==> config.mk <==
export PLATFORM = sky130hd
export DESIGN_NAME = wb_bus_cycle_ctrl
export DESIGN_NICKNAME = d
export VERILOG_FILES = /design/src/rtl/wb_bus_cycle_ctrl.sv
export SDC_FILE = /design/constraint.sdc
export NUM_CORES = 1
export LEC_CHECK = 0
export CAP_MARGIN = 10
export CORE_MARGIN = 2
export CORE_UTILIZATION = 30
export CTS_CLUSTER_DIAMETER = 150
export CTS_CLUSTER_SIZE = 28
export DETAILED_ROUTE_END_ITERATION = 10
export GPL_TIMING_DRIVEN = 0
export MAX_ROUTING_LAYER = met4
export PLACE_DENSITY_LB_ADDON = 0.12
export SYNTH_ARGS = -nofsm -noshare
export SYNTH_HDL_FRONTEND = slang
export SYNTH_SLANG_ARGS = --single-unit
export TNS_END_PERCENT = 10
==> constraint.sdc <==
create_clock -name wb_clk_i -period 2.15 [get_ports wb_clk_i]
set_input_delay 0.215 -clock wb_clk_i [delete_from_list [all_inputs] [get_ports wb_clk_i]]
set_output_delay 0.215 -clock wb_clk_i [all_outputs]
set_load 0.03 [all_outputs]
==> src/rtl/wb_bus_cycle_ctrl.sv <==
// Wishbone slave turning one cyc/stb transfer into a timed chip-select + RDN/WRN strobe sequence; ack after WS+3 cycles.
// Optional macro IO_READY_EN: IORDY stretches I/O strobes up to TIMEOUT extra cycles, then wb_err_o pulses instead of ack.
module wb_bus_cycle_ctrl #(
  parameter int ADR_W    = 16,
  parameter int MEM_WS   = 1,
  parameter int IO_WS    = 3,
  parameter int IO0_BASE = 0,
  parameter int TIMEOUT  = 255
) (
  input  logic             wb_clk_i,
  input  logic             wb_rst_i,
  input  logic             wb_cyc_i,
  input  logic             wb_stb_i,
  input  logic             wb_we_i,
  input  logic             wb_tga_i,
  input  logic [ADR_W-1:0] wb_adr_i,
  input  logic [15:0]      wb_dat_i,
  output logic [15:0]      wb_dat_o,
  output logic             wb_ack_o,
`ifdef IO_READY_EN
  input  logic             IORDY,
  output logic             wb_err_o,
`endif
  output logic             tga_o,
  output logic [ADR_W-1:0] MEMA,
  output logic [15:0]      MEMDATO,
  output logic             MEMCS_N,
  output logic             IOCS0_N,
  output logic             RDN,
  output logic             WRN,
  input  logic [15:0]      DATI
);

  localparam int WS_MAX = (MEM_WS > IO_WS) ? MEM_WS : IO_WS;
  localparam int CNT_W  = (WS_MAX < 1) ? 1 : $clog2(WS_MAX + 1);

  if (TIMEOUT < 1 || MEM_WS < 0 || IO_WS < 0 || ADR_W < 5) begin : g_bad_param
    $error("wb_bus_cycle_ctrl: illegal parameter value");
  end

  typedef enum logic [1:0] {IDLE, SETUP, STROBE, ACK} state_t;

  state_t             state, state_nxt;
  logic [CNT_W-1:0]   cnt, cnt_nxt;
  logic               we_q, we_nxt;
  logic               ack_nxt, tga_nxt, memcs_nxt, iocs_nxt, rdn_nxt, wrn_nxt;
  logic [15:0]        dat_nxt, dato_nxt;
  logic [ADR_W-1:0]   adr_nxt;
  logic               io0_hit;
  logic               finish;

`ifdef IO_READY_EN
  localparam int EXT_W = $clog2(TIMEOUT + 1);
  logic [EXT_W-1:0]   ext, ext_nxt;
  logic               err_nxt;
`endif

  assign io0_hit = (wb_adr_i[ADR_W-1:4] == (ADR_W-4)'(IO0_BASE));

  always_comb begin
    state_nxt = state;
    cnt_nxt   = cnt;
    we_nxt    = we_q;
    ack_nxt   = 1'b0;
    dat_nxt   = wb_dat_o;
    tga_nxt   = tga_o;
    adr_nxt   = MEMA;
    dato_nxt  = MEMDATO;
    memcs_nxt = MEMCS_N;
    iocs_nxt  = IOCS0_N;
    rdn_nxt   = 1'b1;
    wrn_nxt   = 1'b1;
    finish    = 1'b0;
`ifdef IO_READY_EN
    ext_nxt   = ext;
    err_nxt   = 1'b0;
`endif
    case (state)
      IDLE: begin
        memcs_nxt = 1'b1;
        iocs_nxt  = 1'b1;
        if (wb_cyc_i && wb_stb_i) begin
          adr_nxt   = wb_adr_i;
          dato_nxt  = wb_dat_i;
          tga_nxt   = wb_tga_i;
          we_nxt    = wb_we_i;
          memcs_nxt = wb_tga_i;
          iocs_nxt  = !(wb_tga_i && io0_hit);
          state_nxt = SETUP;
        end
      end
      SETUP: begin
        if (!wb_cyc_i) begin
          memcs_nxt = 1'b1;
          iocs_nxt  = 1'b1;
          state_nxt = IDLE;
        end else begin
          cnt_nxt   = tga_o ? CNT_W'(IO_WS) : CNT_W'(MEM_WS);
          rdn_nxt   = we_q;
          wrn_nxt   = !we_q;
          state_nxt = STROBE;
`ifdef IO_READY_EN
          ext_nxt   = '0;
`endif
        end
      end
      STROBE: begin
        if (!wb_cyc_i) begin
          memcs_nxt = 1'b1;
          iocs_nxt  = 1'b1;
          state_nxt = IDLE;
        end else if (cnt != '0) begin
          cnt_nxt = cnt - CNT_W'(1);
          rdn_nxt = we_q;
          wrn_nxt = !we_q;
        end else begin
          finish = 1'b1;
`ifdef IO_READY_EN
          // I/O devices may stretch the strobe; timeout ends the cycle with an error
          if (tga_o && !IORDY) begin
            finish = 1'b0;
            if (ext == EXT_W'(TIMEOUT)) begin
              err_nxt   = 1'b1;
              state_nxt = ACK;
            end else begin
              ext_nxt = ext + EXT_W'(1);
              rdn_nxt = we_q;
              wrn_nxt = !we_q;
            end
          end
`endif
          if (finish) begin
            ack_nxt   = 1'b1;
            state_nxt = ACK;
            if (!we_q) dat_nxt = DATI;
          end
        end
      end
      ACK: begin
        memcs_nxt = 1'b1;
        iocs_nxt  = 1'b1;
        state_nxt = IDLE;
      end
      default: state_nxt = IDLE;
    endcase
  end

  always_ff @(posedge wb_clk_i or posedge wb_rst_i) begin
    if (wb_rst_i) begin
      state    <= IDLE;
      cnt      <= '0;
      we_q     <= 1'b0;
      wb_ack_o <= 1'b0;
      wb_dat_o <= '0;
      tga_o    <= 1'b0;
      MEMA     <= '0;
      MEMDATO  <= '0;
      MEMCS_N  <= 1'b1;
      IOCS0_N  <= 1'b1;
      RDN      <= 1'b1;
      WRN      <= 1'b1;
`ifdef IO_READY_EN
      ext      <= '0;
      wb_err_o <= 1'b0;
`endif
    end else begin
      state    <= state_nxt;
      cnt      <= cnt_nxt;
      we_q     <= we_nxt;
      wb_ack_o <= ack_nxt;
      wb_dat_o <= dat_nxt;
      tga_o    <= tga_nxt;
      MEMA     <= adr_nxt;
      MEMDATO  <= dato_nxt;
      MEMCS_N  <= memcs_nxt;
      IOCS0_N  <= iocs_nxt;
      RDN      <= rdn_nxt;
      WRN      <= wrn_nxt;
`ifdef IO_READY_EN
      ext      <= ext_nxt;
      wb_err_o <= err_nxt;
`endif
    end
  end

endmodule

# Word-level counts from Yosys, hierarchy flattened
# Cells that the tools add are included.
op_classes:
  reduce_logical: 13
  n_eq_ne: 9
  n_addsub: 1
  bitwise_logic: 2
  n_mux: 26
ops:
  columns: ["op", "count"]
  rows:
  - ["$mux 2", 8]
  - ["$logic_not 12->1", 1]
  - ["$mux 1", 12]
  - ["$ne 2x2->1 const B", 5]
  - ["$pmux 2 s4", 1]
  - ["$reduce_and 4->1", 2]
  - ["$pmux 1 s3", 2]
  - ["$eq 2x2->1 const B", 2]
  - ["$pmux 1 s2", 2]
  - ["$pmux 2 s2", 1]
  - ["$reduce_and 2->1", 2]
  - ["$reduce_bool 2->1", 2]
  - ["$ne 3x3->1 const B", 1]
  - ["$eq 2x1->1 const B", 1]
  - ["$logic_and 1x1->1", 2]
  - ["$logic_not 1->1", 2]
  - ["$logic_not 2->1", 1]
  - ["$not 1->1", 2]
  - ["$reduce_or 2->1", 1]
  - ["$sub 2x1->2 const B", 1]
totals:
  ff_bits: 59
  input_bits: 54

# Longest topological paths before layout
logic_depth:
  word_depth: 5
  mapped_depth: 6
  mapped_depth_nobuf: 5

# Worst setup path before layout
# No wires, ideal clock.
synth_timing:
  kind: "register to register"
  startpoint: "reg state[0]"
  endpoint: "reg wb_dat_o[0]"
  required_ps: 2025
  setup_ps: 125
  stages_incl_launch_ff: 6
  n_path_buf: 1
  slack_ps: 685
  arrival_time_ps: 1340
  synth_period_minus_slack_ps: 1465
  cell_sequence: "dfrtp_1 > inv_1 > ha_1 > nand4b_4 > buf_6 > mux2_4"
synth_between:
  elab_chain_cells: 2
synth_rtl:
  columns: ["item", "line_no", "text"]
  rows:
  - ["start: declaration", "43", "state_t state, state_nxt;"]
  - ["start signal: assignment", "167", "state <= state_nxt;"]
  - ["$eq 2x2->1", "78", "case (state)"]
  - ["$reduce_and 4->1 (no source line)", null, null]
  - ["end signal: assignment", "171", "wb_dat_o <= dat_nxt;"]
  - ["end: declaration", "18", "output logic [15:0] wb_dat_o,"]
# No other way between the ends.
# A chain may end at the register's enable or synchronous reset.

# Worst setup path after layout
layout_timing:
  startpoint: "reg MEMCS_N"
  endpoint: "out MEMCS_N"
layout_lines:
  columns: ["item", "line_no", "text"]
  rows:
  - ["start: declaration", "27", "output logic MEMCS_N,"]
  - ["start signal: assignment", "175", "MEMCS_N <= memcs_nxt;"]
# No word-level cell between the ends.

==> out/metrics.cfg <==
[run_status]
status=complete, no violations

[synthesis]
synth-main-ff-cell=dfrtp_1
synth_area_mm2=0.00260
syn-num-nets=225
synth.top_cell.area_share_pct=52.9
ys_seq_area_share_pct=56.9
syn-instance-count=165
synth_top_cell_by_area=dfrtp_1
ys.warnings.count=0
synth_seq_cells=59
synth_area_leaders=dfrtp_1 53%, mux2_4 22%, mux2_2 5.6%
yosys.cell_types.count=26
avgSynthCellArea_um2=15.8
async_reset_ff_share_pct=100
synth_enable_flop_cells=0

[global_route]
grt_pass1_wl_um=9540
grt_use_total_pct=13.3
grt_pass1_vias=1882
grt-ovfl-total=0
grt_max_degree=35
antenna_found_initial=0

[clocking]
clk_path_buf_depth=2
cts_tree=built
cts_resized=0
cts_hold_buf=0
post-cts-setup-buffers=0
h-tree-depth=3
clk_latency_ns=0.33
clk_pin_slew_ns=0.07
numCtsBuffers=9
cts-root-buf=clkbuf_8
clkSinkCount=59

[timing]
setup_viol=0
skew_ns=0.00587
min_period_over_period_pct=81.1
fin_ws_ns=0.405
slew_headroom_pct=62.5
period_minus_slack_ns=1.74
rsz0062_at_grt=false
finalHoldViolations=0
slew_viol_final=0
fmax_mhz=573
worstMarginPinSlew_ns=0.562

[floorplan]
initial_core_util_pct=31.4
die_x_um=97.1
num_io_pins=108
dieArea_mm2=0.00944
rows=33
core-area_mm2=0.00830
die_height_um=97.1

[critical_path]
start_kind=flop
worstPathArrival_ns=1.53
critPathBufInv=1
slowest_delay_ns=0.68
crit_chain=clkdlybuf4s50_1
worst-path-max-fanout=2
critical_path_class=flop to output pin
slowest_stage=clkdlybuf4s50_1
cpLargestDelayFamily=buffers and inverters
critPathCaptureType=output pin
worstPathRequired_ns=1.93

[routing]
wl_um=5860
vias=1746
firstDrtPassIters=2
drt_first_iter_violations=22
antenna_left=0
wl_per_cell_um=14.9
vias_per_cell=4.43
drc=0

[layout]
drive_gt1_share_pct=28.4
final_util_pct=48.8
layoutNonFillerInstCount=394
antenna_cells=0
nets=344
areaGrowthSynthToFinish_pct=55.7
design_area_mm2=0.00405

[place]
post_dp_cell_area_mm2=0.00382
port-buffer-count=107
placedCellCount=378
dp_slack_ns=0.383
place.gp.congestion=0.753
dp_hpwl_um=4210

[pwr]
total_power_uw=5820
leakage_uw=0.00191
powerDensity_mw_per_mm2=1440
vdd_drop_max_mv=0.828

[min_path]
hold_path.class=primary input to async pin

[job]
cap_violations=0

-- routing by layer --
metal | routed length (um) | up-vias | GRT usage [%]
met1 | 2790 | 850 | 17.2
met2 | 2640 | 75 | 19.1
met3 | 354 | 6 | 5.47
met4 | 65 | 0 | 4.23
li1 | - | 815 | -
met5 | 0 | - | -
-- worst paths after layout --
check	startpoint	endpoint	slack (ns)	cells past startpoint
min	wb_rst_i	MEMDATO[12]$_DFFE_PP0P_	0.25	2
max in group asynchronous	wb_rst_i	MEMCS_N$_DFFE_PP1P_	1.24	3
min in group wb_clk_i	DATI[0]	wb_dat_o[0]$_DFFE_PP0P_	0.49	2
min reg2reg	MEMCS_N$_DFFE_PP1P_	MEMCS_N$_DFFE_PP1P_	0.50	2
max	MEMCS_N$_DFFE_PP1P_	MEMCS_N	0.41	1
max reg2reg	state[0]$_DFFE_PP0P_	state[1]$_DFFE_PP0P_	0.47	6
-- power breakdown --
part	internal, uW	switching, uW
Sequential	1580	248
Combinational	1440	1410
Clock	710	436
Total	3730	2090
-- flip-flops by register name, indices dropped and copies added, names as in the netlist, 2 cells and up --
name / count
MEMA: 16
MEMDATO: 16
wb_dat_o: 16
cnt: 2
state: 2
-- synthesized netlist by cell type, types with 2 or more instances --
| library cell | count |
|---|---|
| mux2i_1 | 2 |
| mux2_4 | 38 |
| a21oi_1 | 4 |
| o21ai_0 | 5 |
| buf_6 | 5 |
| nor2_1 | 5 |
| inv_1 | 5 |
| nor2b_1 | 2 |
| nor3_1 | 2 |
| ha_1 | 6 |
| mux2_2 | 13 |
| dfrtp_1 | 55 |
| nand2_1 | 7 |
| dfstp_2 | 4 |
-- cells in the final DEF, fill, tap and decap left out, types with 3 or more instances in the layout --
cell	count
nand2_1	7
mux2_2	13
buf_6	5
clkbuf_8	11
dfrtp_1	55
dfstp_2	4
ha_1	6
o21ai_0	5
nor2_1	5
clkdlybuf4s50_1	107
clkinv_2	3
mux2_4	38
a21oi_1	4
inv_1	4
-- through the flow --
stage / TNS [ns] / hold WS (ns)
after global routing: 0 / 0.292
after CTS: 0 / 0.253
after detailed placement: 0 / 0.491
after floorplan: 0 / 0.364
final: 0 / 0.253
after global placement: -42.56 / 0.487
-- layout make-up --
| cell class | count | area (um^2) |
|---|---|---|
| Buffer | 6 | 61.3 |
| Clock buffer | 11 | 151 |
| Clock inverter | 5 | 75.1 |
| Fill cell | 769 | 4250 |
| Inverter | 5 | 18.8 |
| Multi-Input combinational cell | 95 | 1040 |
| Sequential cell | 59 | 1480 |
| Tap cell | 105 | 131 |
| Timing Repair Buffer | 108 | 1090 |
-- cell families after synthesis --
| group | count (synthesis) | share of synthesized area (%) |
|---|---|---|
| flip-flops | 59 | 56.9 |
| multiplexers | 53 | 28.3 |
| AND/OR/NAND/NOR | 23 | 5.63 |
| AO/OA/AOI/OAI | 13 | 3.17 |
| buffers and inverters | 11 | 3.08 |
| adder cells (fa/ha/maj) | 6 | 2.88 |
Note: power is estimated with default switching activity, not from simulation.
==> RTL change 1 (same flow settings) <==
The 4 states of `state_t` get a one-hot encoding in 4 bits.
--- a/src/rtl/wb_bus_cycle_ctrl.sv
+++ b/src/rtl/wb_bus_cycle_ctrl.sv
@@ -39,5 +39,5 @@
   end
 
-  typedef enum logic [1:0] {IDLE, SETUP, STROBE, ACK} state_t;
+  typedef enum logic [3:0] {IDLE = 4'b0001, SETUP = 4'b0010, STROBE = 4'b0100, ACK = 4'b1000} state_t;
 
   state_t             state, state_nxt;
Formal check against the unedited RTL: same outputs for any inputs over 10 cycles, from zero or initial values and one cycle with wb_rst_i high; not proved beyond that.
==> RTL change 1 against the original RTL <==
- sequential cell count grew 2
- final area down 1.9%
- worst setup slack got worse by 230 ps
- hold slack improved by 30 ps
- non-clock buffer count increased by 3
- die area down 1.6%
- clock skew is 3.1 ps higher
- area after synthesis is 1.6% lower
- critical path depth is 6 higher
- routed wire length increased by 2.0%
- sequential share of layout area up 2.0 points
- critical path type is now register to register
- highest routed layer unchanged
Power is not compared: it rests on default switching activity, and its combinational part moved more than twofold at a synthesized area within 25%.
==> RTL change 1: results (changes against the original RTL) <==
- Status: finished, final reports clean
- Total GRT Usage: 0.1385 (+0.005319)
- Drt wl/cell: 14.90 um (+0.18%)
- DRT iter0 DRCs: 112 (+410%)
- Worst R2R Path Depth: 7 (+1)
- Via count: 1814 (+3.9%)
- Setup crit end: wb_dat_o[5]
- Critical path class: register to register
- Layout fillers: 752 (-2.2%)
- Share of layout cells above drive strength 1: 0.2872 (+0.003425)
- Worst R2R Start: state[3]
- Gpl congestion: 0.7151 (-5.1%)
- Synth unique cells: 36 (+38%)
- Compound-gate portion of the synthesized area: 0.03324 (+0.001505)
- Hold_ws: 282.6 ps (+29.90 ps)
- Crit Path Max Fanout: 10 (+8)
- Worst path slowest cell: dfrtp_1
- Setup Skew: 9.001 ps (+3.130 ps)
- Fin nets: 347 (+0.87%)
- Largest net degree at the start of global routing: 34 (-2.9%)
- Max-slew headroom: 0.5252 (-0.09949)
- Most instantiated cells after synthesis: 56 x dfrtp_1, 41 x mux2_2, 10 x mux2_4
- Pre-CTS WS: -79.12 ps (-461.9 ps)
- Final HPWL DP: 4357 um (+3.6%)
- Synth area leaders: dfrtp_1 55%, mux2_2 18%, mux2_4 5.9%
- Critical Path AT: 2190 ps (+660 ps)
- Xor/xnor cell area share of the yosys netlist: 0.003421 (+0.003421)
- Synth Area in Adders: 0.009775 (-0.01907)
- First-pass GRT wire length: 9156 um (-4.0%)
## RTL change 1: power by group
part / switching (mW) / internal, mW
Clock: 0.435 / 0.475
Combinational: 0.487 / 0.473
Sequential: 0.0807 / 1.31
Total: 1.00 / 2.25
## RTL change 1: kinds of logic after synthesis
group | count (synthesis)
and+or+nand+nor | 28
AOI/OAI and AO/OA | 13
xor gates and xnor gates | 1
DFF | 61
adders and majority gates | 2
muxes | 52
buffers and inverters | 14
## RTL change 1: worst min path at each step
stage / cells past startpoint / start / to
final: 2 / wb_rst_i / wb_dat_o[4]
after global routing: 2 / wb_rst_i / wb_dat_o[4]
after CTS: 2 / wb_rst_i / wb_dat_o[13]
after floorplan: 1 / wb_adr_i[8] / MEMA[8]
after global placement: 1 / we_q / WRN
after detailed placement: 1 / we_q / WRN
## RTL change 1: per-stage QoR
step,TNS (ps),std cells,util,area [um^2]
detailed placement,-1410,384,0.4580,3782
CTS,0,401,0.4805,3968
global placement,-48510,383,0.4556,3762
finish,0,401,0.4815,3976
floorplan,0,171,-,2560
global route,0,401,0.4815,3976
## RTL change 1: what timing repair did
action	4_1_cts	5_1_grt
resized for setup	0	1
setup endpoints to repair	10	10
pin swaps	1	0
buffers inserted	1	0
## RTL change 1: layout make-up
type	count	share of cell area
plain buffers	8	0.01857
clock buffers	12	0.03902
clock inverters	4	0.005664
inverters	6	0.005664
multi-input cells	96	0.2363
flip-flops and latches	61	0.3855
well taps	105	0.03304
repair buffers	109	0.2763
## RTL change 1: per-layer routing
metal  vias up  global-route usage  part of all wire
met1       878              0.1710              0.45
met2        74              0.2014              0.45
li1        853                   -                 -
met4         0             0.06338             0.017
met3         9             0.05275             0.083
met5         -                   -                 0
==> RTL change 2 (same settings) <==
Made on the original files. Set the parameter `ADR_W` to 32 (it was 16).
--- a/src/rtl/wb_bus_cycle_ctrl.sv
+++ b/src/rtl/wb_bus_cycle_ctrl.sv
@@ -2,5 +2,5 @@
 // Optional macro IO_READY_EN: IORDY stretches I/O strobes up to TIMEOUT extra cycles, then wb_err_o pulses instead of ack.
 module wb_bus_cycle_ctrl #(
-  parameter int ADR_W    = 16,
+  parameter int ADR_W    = 32,
   parameter int MEM_WS   = 1,
   parameter int IO_WS    = 3,
Ports: changed (resized MEMA and wb_adr_i); port bits go from 108 to 140. No check against the original RTL was run, so the function may have changed too.
==> RTL change 2 against the original RTL <==
- final area rose by 21%
- power rose by 23%
- sequential cell count rose by 16
- routed wire length rose by 22%
- hold slack got worse by 100 ps
- area after synthesis rose by 17%
- sequential share of layout area rose by 1.8 points
- worst setup slack got worse by 77 ps
==> RTL change 2: results (changes against the original RTL) <==
- Synth area leaders: dfrtp_1 58%, mux2_2 21%, mux2_4 4.9%
- Total GRT Usage: 0.1388 (+0.005638)
- Largest net degree at the start of global routing: 61 (+74%)
- Most instantiated cells after synthesis: 71 x dfrtp_1, 56 x mux2_2, 10 x mux2_4
- Slew @ Worst Pin: 358.1 ps (-204.0 ps)
- RR Endpoint: wb_dat_o[13]
- Vias in the first global route: 2225 (+18%)
- Clock group: 1.46 mW (+27%)
- Fin nets: 426 (+24%)
- VDD IR max: 0.5999 mV (-28%)
- Syn_nets: 276 (+23%)
- Largest registers: MEMA x32, MEMDATO x16, wb_dat_o x16
- Setup WS post-layout: 328.7 ps (-76.57 ps)
- Post-placement cell count: 473 (+25%)
- Setup Skew: 13.24 ps (+7.369 ps)
- Critical Path AT: 2040 ps (+510 ps)
- Final WL: 7146 um (+22%)
- Share of layout cells above drive strength 1: 0.2781 (-0.005647)
- First-pass DRT Iterations: 3 (+1)
- Final HPWL DP: 5370 um (+28%)
- Switch share: 0.3597 (+0.0003825)
- Clock power share: 0.204 (+0.007)
- First-pass GRT wire length: 11630 um (+22%)
- Pre-CTS WS: 343.0 ps (-39.83 ps)
- Gpl congestion: 0.7173 (-4.8%)
- Sequential fraction of the synthesis area: 0.6161 (+0.04691)
- Status: finished, final reports clean
- Synth unique cells: 27 (+3.8%)
- Via count: 2134 (+22%)
- Worst path slowest cell: dfrtp_1
- Port Buffers: 138 (+29%)
- Seq pwr share: 0.320 (+0.006)
==> RTL change 2: changes by cell type after synthesis, sizes merged, moves of 2 or more <==
| cell | unedited run | this run |
|---|---|---|
| nor2b | 2 | 0 |
| nand2b | 0 | 2 |
| nor4 | 0 | 7 |
| dfrtp | 55 | 71 |
| and3 | 1 | 3 |
| mux2 | 51 | 66 |
==> RTL change 2: logic make-up (layout without fill, tap and decap cells) <==
kind of cell | count (synthesis) | after routing | share of synthesized area
adder cells (fa/ha/maj) | 5 | 5 | 0.02048
flip-flops | 75 | 75 | 0.6161
buffers and inverters | 13 | 168 | 0.02908
multiplexers | 67 | 67 | 0.2589
AND/OR/NAND/NOR | 30 | 30 | 0.05531
AO/OA/AOI/OAI | 11 | 11 | 0.02007
==> RTL change 2: worst min-delay path by stage <==
stage                       end  slack (ps)     start
floorplan           wb_dat_o[0]         360   DATI[0]
global placement         cnt[1]         470    cnt[1]
detailed placement       cnt[1]         490    cnt[1]
CTS                 wb_dat_o[9]         140  wb_rst_i
global route        wb_dat_o[9]         150  wb_rst_i
finish              wb_dat_o[9]         150  wb_rst_i
==> RTL change 2: area by class of cell <==
| class | instances | area, um^2 | share of cell area |
|---|---|---|---|
| Sequential cell | 75 | 1882 | 0.3835 |
| Timing Repair Buffer | 139 | 1409 | 0.2871 |
| Multi-Input combinational cell | 113 | 1084 | 0.2208 |
| Tap cell | 133 | 166.4 | 0.03391 |
| Clock buffer | 12 | 155.1 | 0.03162 |
| Clock inverter | 4 | 120.1 | 0.02448 |
| Buffer | 8 | 70.07 | 0.01428 |
| Inverter | 5 | 21.27 | 0.004335 |
==> RTL change 2: routing by layer <==
layer	share of wire	GRT usage	vias up
met5	0	-	-
li1	-	-	1011
met2	0.48	0.2138	83
met3	0.067	0.03556	10
met1	0.44	0.1755	1030
met4	0.013	0.05429	0
